[src/rtl/esteira_vinho_param.sv]
// Wine-conveyor controller: fill, seal, QC, label/count and reject in one FSM,
// with cork stock, auto-refill and batch counters. Define DESCARTE_PISCA_EN to blink led_descarte.
module esteira_vinho_param #(
  parameter int ESTOQUE_MAX     = 20,
  parameter int ESTOQUE_INICIAL = 10,
  parameter int LIMIAR_ALARME   = 3,
  parameter int REFILL_QTD      = 5,
  parameter int TAM_LOTE        = 12,
  parameter int TIMEOUT_ENCH    = 50,
  parameter int DESCARTE_CICLOS = 8,
  parameter int PISCA_CICLOS    = 2,
  parameter int CNT_W           = 8
) (
  input  logic                               clk,
  input  logic                               reset,
  input  logic                               start,
  input  logic                               btn_vedar,
  input  logic                               btn_enter_cq,
  input  logic                               btn_lacre,
  input  logic                               add_rolha,
  input  logic                               qualidade_ok,
  input  logic                               sensor_pos_ench,
  input  logic                               sensor_garrafa_cheia,
  input  logic                               sensor_pos_cq,
  input  logic                               sensor_pos_lacre,
  output logic                               motor,
  output logic                               valvula_enchimento,
  output logic                               atuador_vedacao,
  output logic                               dispensador_rolhas,
  output logic                               alarme_rolha,
  output logic                               led_descarte,
  output logic                               erro,
  output logic [3:0]                         estado,
  output logic [$clog2(ESTOQUE_MAX+1)-1:0]   estoque,
  output logic [$clog2(TAM_LOTE)-1:0]        contagem_lote,
  output logic [CNT_W-1:0]                   lotes,
  output logic [CNT_W-1:0]                   descartes
);

  localparam int EST_W  = $clog2(ESTOQUE_MAX + 1);
  localparam int LOTE_W = $clog2(TAM_LOTE);
  localparam int TMR_W  = $clog2(TIMEOUT_ENCH + 1);
  localparam int DSC_W  = $clog2(DESCARTE_CICLOS + 1);
  localparam int PSC_W  = $clog2(PISCA_CICLOS + 1);

`ifdef DESCARTE_PISCA_EN
  localparam bit PISCA_EN = 1'b1;
`else
  localparam bit PISCA_EN = 1'b0;
`endif

  typedef enum logic [3:0] {
    PARADO     = 4'd0,
    MOVE_ENCH  = 4'd1,
    ENCHENDO   = 4'd2,
    VEDANDO    = 4'd3,
    VEDA       = 4'd4,
    MOVE_CQ    = 4'd5,
    CQ         = 4'd6,
    DESCARTE   = 4'd7,
    MOVE_LACRE = 4'd8,
    LACRE      = 4'd9,
    ERRO       = 4'd10
  } state_t;

  state_t state, next_state;

  logic [4:0] levels, prev_q, edges;
  logic       edge_start, edge_vedar, edge_cq, edge_lacre, edge_add;

  logic [TMR_W-1:0] timer;
  logic [DSC_W-1:0] dsc_cnt;
  logic [PSC_W-1:0] pisca_cnt;
  logic             pisca_led;
  logic             disp_prev;
  logic             refill_fire;
  logic             stock_ok;
  logic             lote_wrap;
  int               stock_sum;
  logic [EST_W-1:0] estoque_next;

  // Rising-edge detection: a held level produces a single one-cycle edge.
  assign levels     = {add_rolha, btn_lacre, btn_enter_cq, btn_vedar, start};
  assign edges      = levels & ~prev_q;
  assign edge_start = edges[0];
  assign edge_vedar = edges[1];
  assign edge_cq    = edges[2];
  assign edge_lacre = edges[3];
  assign edge_add   = edges[4];

  assign stock_ok  = (estoque != '0);
  assign lote_wrap = (contagem_lote == LOTE_W'(TAM_LOTE - 1));

  // NOTE: sequential state uses non-blocking assignments so every register
  // samples the pre-edge values, independent of statement order.
  always_ff @(posedge clk) begin
    if (reset) begin
      state  <= PARADO;
      prev_q <= '0;
    end else begin
      state  <= next_state;
      prev_q <= levels;
    end
  end

  // NOTE: next_state gets a default before the case so no path leaves it
  // unassigned, which would otherwise infer a latch.
  always_comb begin
    next_state = state;
    case (state)
      PARADO:     if (edge_start && stock_ok) next_state = MOVE_ENCH;
      MOVE_ENCH:  if (sensor_pos_ench) next_state = ENCHENDO;
      ENCHENDO: begin
        if (sensor_garrafa_cheia)                      next_state = VEDANDO;
        else if (timer == TMR_W'(TIMEOUT_ENCH - 1))    next_state = ERRO;
      end
      VEDANDO:    if (edge_vedar && stock_ok) next_state = VEDA;
      VEDA:       next_state = MOVE_CQ;
      MOVE_CQ:    if (sensor_pos_cq) next_state = CQ;
      CQ:         if (edge_cq) next_state = qualidade_ok ? MOVE_LACRE : DESCARTE;
      DESCARTE: begin
        if (dsc_cnt == DSC_W'(DESCARTE_CICLOS - 1))
          next_state = stock_ok ? MOVE_ENCH : PARADO;
      end
      MOVE_LACRE: if (sensor_pos_lacre) next_state = LACRE;
      LACRE:      if (edge_lacre) next_state = stock_ok ? MOVE_ENCH : PARADO;
      ERRO:       if (edge_start) next_state = PARADO;
      default:    next_state = PARADO;
    endcase
  end

  // Per-state cycle counters; they restart whenever the state is left.
  always_ff @(posedge clk) begin
    if (reset) begin
      timer   <= '0;
      dsc_cnt <= '0;
    end else begin
      timer   <= (state == ENCHENDO) ? timer + 1'b1 : '0;
      dsc_cnt <= (state == DESCARTE) ? dsc_cnt + 1'b1 : '0;
    end
  end

  // Reject indicator: set on entry, optionally toggled, cleared on exit.
  always_ff @(posedge clk) begin
    if (reset) begin
      pisca_cnt <= '0;
      pisca_led <= 1'b0;
    end else if (next_state == DESCARTE) begin
      if (state != DESCARTE) begin
        pisca_cnt <= '0;
        pisca_led <= 1'b1;
      end else if (pisca_cnt == PSC_W'(PISCA_CICLOS - 1)) begin
        pisca_cnt <= '0;
        if (PISCA_EN) pisca_led <= ~pisca_led;
      end else begin
        pisca_cnt <= pisca_cnt + 1'b1;
      end
    end else begin
      pisca_cnt <= '0;
      pisca_led <= 1'b0;
    end
  end

  // Auto-refill never fires in back-to-back cycles and is suppressed in ERRO.
  assign refill_fire = !reset && (state != ERRO) && !disp_prev &&
                       (estoque <= EST_W'(LIMIAR_ALARME));

  always_comb begin
    stock_sum = int'({1'b0, estoque});
    if (state == VEDA) stock_sum = stock_sum - 1;
    if (edge_add)      stock_sum = stock_sum + 1;
    if (refill_fire)   stock_sum = stock_sum + REFILL_QTD;
    if (stock_sum < 0)                stock_sum = 0;
    else if (stock_sum > ESTOQUE_MAX) stock_sum = ESTOQUE_MAX;
    estoque_next = EST_W'(stock_sum);
  end

  always_ff @(posedge clk) begin
    if (reset) begin
      estoque   <= EST_W'(ESTOQUE_INICIAL);
      disp_prev <= 1'b0;
    end else begin
      estoque   <= estoque_next;
      disp_prev <= refill_fire;
    end
  end

  always_ff @(posedge clk) begin
    if (reset) begin
      contagem_lote <= '0;
      lotes         <= '0;
      descartes     <= '0;
    end else begin
      if (state == LACRE && edge_lacre) begin
        if (lote_wrap) begin
          contagem_lote <= '0;
          lotes         <= lotes + 1'b1;
        end else begin
          contagem_lote <= contagem_lote + 1'b1;
        end
      end
      if (state == CQ && edge_cq && !qualidade_ok)
        descartes <= descartes + 1'b1;
    end
  end

  assign estado             = state;
  assign motor              = (state == MOVE_ENCH) || (state == MOVE_CQ) || (state == MOVE_LACRE);
  assign valvula_enchimento = (state == ENCHENDO);
  assign atuador_vedacao    = (state == VEDA);
  assign erro               = (state == ERRO);
  assign led_descarte       = pisca_led;
  assign dispensador_rolhas = refill_fire;
  assign alarme_rolha       = (estoque <= EST_W'(LIMIAR_ALARME));

endmodule

[config.mk]
export PLATFORM = sky130hd
export DESIGN_NAME = esteira_vinho_param
export DESIGN_NICKNAME = d
export VERILOG_FILES = /design/src/rtl/esteira_vinho_param.sv
export SDC_FILE = /design/constraint.sdc
export NUM_CORES = 1
export LEC_CHECK = 0
export CAP_MARGIN = 20
export CORE_MARGIN = 1
export CORE_UTILIZATION = 60
export DETAILED_ROUTE_END_ITERATION = 8
export PLACE_DENSITY = 0.94
export SLEW_MARGIN = 10
export SYNTH_ARGS = -nofsm -noshare
export SYNTH_HDL_FRONTEND = slang
export SYNTH_SLANG_ARGS = --single-unit
[constraint.sdc]
create_clock -name clk -period 12.8 [get_ports clk]
set_clock_uncertainty 0.1 [all_clocks]
set_input_delay 1.28 -clock clk [delete_from_list [all_inputs] [get_ports clk]]
set_output_delay 1.28 -clock clk [all_outputs]
set_load 0.02 [all_outputs]
Word level (Yosys, flattened, before mapping)
Cells that the tools add are included.
{ "op_classes": {"addsub": 8, "mul": 0, "n_div": 0, "n_lt_le_gt_ge": 3, "eq_ne": 16, "shifts": 0, "mux": 20, "n_bitwise": 5, "reduce_logical": 21} }
{ "ops": {"columns": ["cell", "count"], "rows": [
  ["$mux W32", 3],
  ["$mux W4", 14],
  ["$pmux W4 S11", 1],
  ["$add A32 B2 Y32 const B", 1],
  ["$add A32 B4 Y32 const B", 1],
  ["$gt A32 B6 Y1 const B", 1],
  ["$lt A32 B1 Y1 const B", 1],
  ["$eq A4 B3 Y1 const B", 6],
  ["$add A8 B1 Y8 const B", 2],
  ["$eq A4 B4 Y1 const B", 4],
  ["$add A4 B1 Y4 const B", 2],
  ["$eq A4 B2 Y1 const B", 2],
  ["$logic_and A1 B1 Y1", 8],
  ["$reduce_or A2 Y1", 4],
  ["$add A6 B1 Y6 const B", 1],
  ["$eq A6 B6 Y1 const B", 1],
  ["$sub A5 B1 Y6 const B", 1],
  ["$and A5 B5 Y5", 1],
  ["$le A5 B2 Y1 const B", 1],
  ["$mux W5", 1],
  ["$not A5 Y5", 1],
  ["$reduce_bool A5 Y1", 1],
  ["$eq A4 B1 Y1 const B", 1],
  ["$logic_not A4 Y1", 1],
  ["other kinds (8)", 13]
]} }
{ "word_totals": {"register_bits": 46, "latch_bits": 0, "mem_bits_rw": 0, "rom_bits": 0, "inputBits": 12, "output_inout_bits": 36, "mem_count": 0} }

Logic depth before layout (Yosys ltp)
{ "logic_depth": {"word_depth": 9, "ltp_mapped": 20, "depth_no_buf": 17} }

Worst setup path after synthesis
No wires, ideal clock.
{ "synth_timing": {"path_type": "register -> register", "from": "register state[1], in the netlist estado[1]", "to": "register estoque[2]", "setup_time_ps": 120, "t_arrival_ps": 5092, "slack_ps": 7488, "path_stages_with_launch": 20, "path_buffers": 3, "path_cell_list": "dfxtp_1 > buf_6 > or4b_4 > buf_6 > inv_6 > mux2_2 > a21oi_1 > nand2_1 > or4_1 > ha_1 > nand3b_1 > or4_1 > clkbuf_1 > o41a_1 > a2111oi_0 > and3_1 > xnor2_1 > nor4_1 > nand3_2 > o31a_1"} }
{ "synth_via": {"elab_chain_cells": 8, "elab_cells_between_ends": 14, "classes_between": "add/sub: 2; order compare: 2; eq/ne: 2; mux: 4; reduce/logical: 4"} }
{ "synth_rtl": {"columns": ["item", "line_no", "source"], "rows": [
  ["start: declaration", "66", "state_t state, next_state;"],
  ["start signal: assignment", "101", "state <= next_state;"],
  ["$eq A4 B3 Y1", "170", "if (state == VEDA) stock_sum = stock_sum - 1;"],
  ["$mux W32", "170", null],
  ["$add A32 B2 Y32", "171", "if (edge_add) stock_sum = stock_sum + 1;"],
  ["$mux W32", "171", null],
  ["$add A32 B4 Y32", "172", "if (refill_fire) stock_sum = stock_sum + REFILL_QTD;"],
  ["$mux W32 *", "172", null],
  ["$gt A32 B6 Y1 / $lt A32 B1 Y1 (equally long branches)", "174, 173", null],
  ["$mux W5 / $reduce_or A2 Y1 (equally long branches)", null, null],
  ["end signal: assignment", "180", "estoque <= EST_W'(ESTOQUE_INICIAL);"],
  ["end signal: assignment", "183", "estoque <= estoque_next;"],
  ["end: declaration", "34", "output logic [$clog2(ESTOQUE_MAX+1)-1:0] estoque,"]
]} }
Every way passes the cells marked *; elsewhere a longest branch is shown, timed or not.
A chain may end at the register's enable or synchronous reset.

Worst setup path in the final report
{ "layout_timing": {"from": "register state[2], in the netlist estado[2]", "to": "register estoque[1]"} }
{ "layout_via": {"elab_chain_cells": 9, "elab_cells_between_ends": 14, "classes_between": "add/sub: 2; order compare: 2; eq/ne: 2; mux: 5; reduce/logical: 3"} }
{ "layout_rtl": {"columns": ["item", "line_no", "source"], "rows": [
  ["$eq A4 B3 Y1", "170", null],
  ["$mux W32", "170", null],
  ["$add A32 B2 Y32", "171", null],
  ["$mux W32", "171", null],
  ["$add A32 B4 Y32", "172", null],
  ["$mux W32 *", "172", null],
  ["$gt A32 B6 Y1", "174", "else if (stock_sum > ESTOQUE_MAX) stock_sum = ESTOQUE_MAX;"],
  ["$mux W5", "174", null],
  ["$mux W4 *", "173", "if (stock_sum < 0) stock_sum = 0;"]
]} }
Marked as above.

==> run_results.csv <==
group,metric,value,unit
worst_hold_path,hold_path_class,"register to register",
global_route,pin_count_of_the_biggest_net_entering_global_routing,33,
detailed_routing,detail_route.drc_violations,0,
die,boundaryPins,48,
sta,slew_headroom,0.388,
sta,fmax,0.170,GHz
finish,area_growth_syn_to_layout,17.7,%
worst_setup_path,crit_path_start_kind,"register",
synthesis,synth_cell_type_count,66,
worst_setup_path,cp_cell_sequence,"or4b_4, inv_6, mux2_2, a21oi_1, nand2_1, or4_1, ha_1, nand3b_1, or4_1, o41a_1, a2111oi_0, and3_1, xnor2_1, nor4_1, nand3_2, o41ai_2",
worst_setup_path,crit_end_category,"register",
synthesis,postSynthNetCount,470,
finish,layout.filler_cells,389,
worst_hold_path,min_delay_worst_endpoint,"dsc_cnt[0]",
sta,maxSlewViolCount,0,
synthesis,avgSynthCellArea,7.71,sq um
synthesis,synthDominantAreaCellType,"sky130_fd_sc_hd__dfxtp_1",
clock_tree,clock_tree_from_tritoncts,"done",
synthesis,synthDominantCellAreaShare,0.272,
worst_setup_path,critical_path.reg2reg.startpoint,"estado[2]",
clock_tree,cts_root_buf,"sky130_fd_sc_hd__clkbuf_8",
die,die-height,77.2,um
detailed_routing,detailedRoute.firstIterationViolations,292,
worst_setup_path,critical_path_class,"register to register",
worst_setup_path,setup.reg_to_reg.worst_slack,6.92,ns
worst_setup_path,cpMaxStageDelayCell,"sky130_fd_sc_hd__or4_1",
power_and_ir_drop,power.total,0.000322,W
sta,setup_violations,0,
sta,unrepaired_setup_endpoints_after_global_routing,"no",
placement,io_buffers,47,
sta,tightest_slew,0.910,ns
sta,slack_of_the_critical_path,6.92,ns
synthesis,post-synth-top-count-cell,"sky130_fd_sc_hd__nor2_1",
detailed_routing,postRouteAntennaNets,0,
power_and_ir_drop,seqPwrFrac,0.470,
clock_tree,cts.sinks,46,
power_and_ir_drop,power_leakage,1.46,nW
die,fp.dieW,77.2,um
placement,pre_cts_slack,7.10,ns
clock_tree,cts_resized,0,
power_and_ir_drop,cell_internal_pwr,0.000229,W
die,initial_utilization,0.620,
power_and_ir_drop,switching_share,0.289,
worst_setup_path,data_required_time_at_the_worst_endpoint,12.91,ns
finish,layoutNonFillerInstCount,553,
synthesis,synthFlopType,"sky130_fd_sc_hd__dfxtp_1",
detailed_routing,via_count,3483,
worst_setup_path,r2r_cells,16,
synthesis,netlist_area,0.00339,sq mm
detailed_routing,detail_route.wl_per_cell,16.3,um
clock_tree,path_clk_slew,0.09,ns
placement,dpl_cell_area,0.00388,sq mm
clock_tree,hold_buffers,0,
die,fp.dieArea,0.00596,sq mm
synthesis,sequential_element_share_of_the_synthesized_area,0.272,
power_and_ir_drop,ir_drop,65.2,uV
detailed_routing,wl,9030,um
synthesis,syn-instance-count,440,
run,cap_viol_max_count,0,
finish,ff_latch_area,921,sq um
power_and_ir_drop,power.share.clock,0.340,
worst_setup_path,timing.critical_path.arrival,5.98,ns
synthesis,synth_edf_count,0,
detailed_routing,post_drt_via_cell_ratio,6.30,
finish,final_layout_size_suffix_gt1_frac,0.0582,
worst_setup_path,crit_path_frequent_cell,"sky130_fd_sc_hd__or4_1",
power_and_ir_drop,combPwrFrac,0.190,
die,fp-row-count,27,
finish,insertedDiodeCount,0,
worst_hold_path,worst_hold_path.num_cells,1,
global_route,grt_pass1_wl,14800,um
worst_hold_path,hold_start,"dsc_cnt[0]",
sta,totalNegativeSetupSlack,0,ns
global_route,grt_antenna_before_repair,0,
finish,finish.net_count,510,
clock_tree,cts_setup_buffers,0,
run_status,outcome,"completed",
clock_tree,h-tree-depth,2,
worst_setup_path,regToRegEndpoint,"estoque[1]",
placement,place.gp.congestion,0.983,
global_route,overflow,0,
sta,report.final.hold_viol_count,0,
sta,fin_crit_sh,0.459,
synthesis,post_synth_most_frequent_cells,"sky130_fd_sc_hd__nor2_1 (61), sky130_fd_sc_hd__dfxtp_1 (46), sky130_fd_sc_hd__nand2_1 (38)",
detailed_routing,detail_route.first_pass.iterations,5,
placement,dp.final_hpwl,6560,um
clock_tree,clock_path_buffers,2,
worst_setup_path,slowest_delay,0.63,ns
die,floorplan.core_area,0.00547,sq mm
placement,placedCellCount,545,
synthesis,synth-seq-cells,46,
global_route,aggregate_global_route_resource_usage,0.307,
power_and_ir_drop,switching_power,0.0000931,W
global_route,grt_pass1_vias,3205,
finish,multi_input_area,0.00229,sq mm
power_and_ir_drop,power_density,80.7,mW/mm^2
worst_setup_path,crit_path_max_fanout,16,
sta,final.min_clock_period,5.88,ns
synthesis,async_reset_ff_frac,0,
clock_tree,insertion_delay,0.30,ns
finish,final_design_area_no_fill,0.00399,sq mm
clock_tree,numCtsBuffers,5,
synthesis,dominant_cells_by_area_after_synthesis,"sky130_fd_sc_hd__dfxtp_1 (27%), sky130_fd_sc_hd__nor2_1 (6.8%), sky130_fd_sc_hd__ha_1 (6.6%)",
synthesis,synthesis.yosys.warnings,0,
[sequential cells by signal, indices dropped and copies added (netlist names)]
register,flops
contagem_lote,4
descartes,8
disp_prev,1
dsc_cnt,4
estado,4
estoque,5
led_descarte,1
lotes,8
prev_q,5
timer,6
[worst max path at each step]
| stage | cells past startpoint | end | from |
|---|---|---|---|
| after floorplan | 19 | estoque[2] | estado[1] |
| after global placement | 16 | estoque[2] | estado[2] |
| after detailed placement | 16 | estoque[4] | estado[2] |
| after CTS | 16 | estoque[1] | estado[2] |
| after global routing | 16 | estoque[1] | estado[2] |
| final | 16 | estoque[1] | estado[2] |
[placed cells by master, fill, tap and decap left out, types with 8 or more instances in the layout]
cell type	n
sky130_fd_sc_hd__nor3_1	15
sky130_fd_sc_hd__nor4_1	9
sky130_fd_sc_hd__clkdlybuf4s50_1	47
sky130_fd_sc_hd__nand4_1	10
sky130_fd_sc_hd__nor2_1	61
sky130_fd_sc_hd__o21ai_0	14
sky130_fd_sc_hd__nor2b_1	8
sky130_fd_sc_hd__ha_1	18
sky130_fd_sc_hd__nand2_1	38
sky130_fd_sc_hd__nand2b_1	8
sky130_fd_sc_hd__xor2_1	16
sky130_fd_sc_hd__nand3_1	16
sky130_fd_sc_hd__inv_1	17
sky130_fd_sc_hd__nand3b_1	8
sky130_fd_sc_hd__a21oi_1	27
sky130_fd_sc_hd__xnor2_1	13
sky130_fd_sc_hd__dfxtp_1	46
[cell type report]
| class | count | share of cell area |
|---|---|---|
| sequential | 46 | 0.231 |
| multi-input combinational | 357 | 0.575 |
| tap | 72 | 0.0226 |
| inverter | 20 | 0.0201 |
| timing repair buffer | 50 | 0.124 |
| clock inverter | 3 | 0.0110 |
| clock buffer | 5 | 0.0172 |
[power groups by stage]
stage	registers, W	logic, W	clock network, W
after floorplan	0.000154	0.0000410	0
after global placement	0.000154	0.0000578	0
after detailed placement	0.000154	0.0000591	0
after CTS	0.000151	0.0000597	0.000111
after global routing	0.000152	0.0000657	0.000118
final	0.000151	0.0000613	0.000109
[worst max-delay path, delay by kind of cell, from the launching register on]
kind	cells	cell delay, ns
compound gates	4	1.35
simple gates	8	2.79
fa+ha+maj	1	0.35
xor+xnor	1	0.07
mux	1	0.37
flops	1	0.60
buf+inv	1	0.15
[cells by family after synthesis]
group           count (synthesis)  synth area share
compound gates                 87             0.178
xor+xnor                       31            0.0845
fa+ha+maj                      18            0.0664
buf+inv                        37            0.0517
flops                          46             0.272
mux                             7            0.0210
simple gates                  214             0.327
[stage by stage]
stage	hold slack (ns)	util
2_1_floorplan	0.318	-
3_3_place_gp	0.328	0.709
3_5_place_dp	0.353	0.709
4_1_cts	0.364	0.729
5_1_grt	0.386	0.729
6_report	0.361	0.729
[per-layer routing]
metal / part of all wire / up-vias / track usage
met5: 0 / - / 0
met4: 0.043 / 0 / 0.142
met3: 0.076 / 40 / 0.0571
met2: 0.46 / 191 / 0.519
met1: 0.42 / 1584 / 0.373
li1: - / 1668 / -
(Power assumes the default switching activity.)
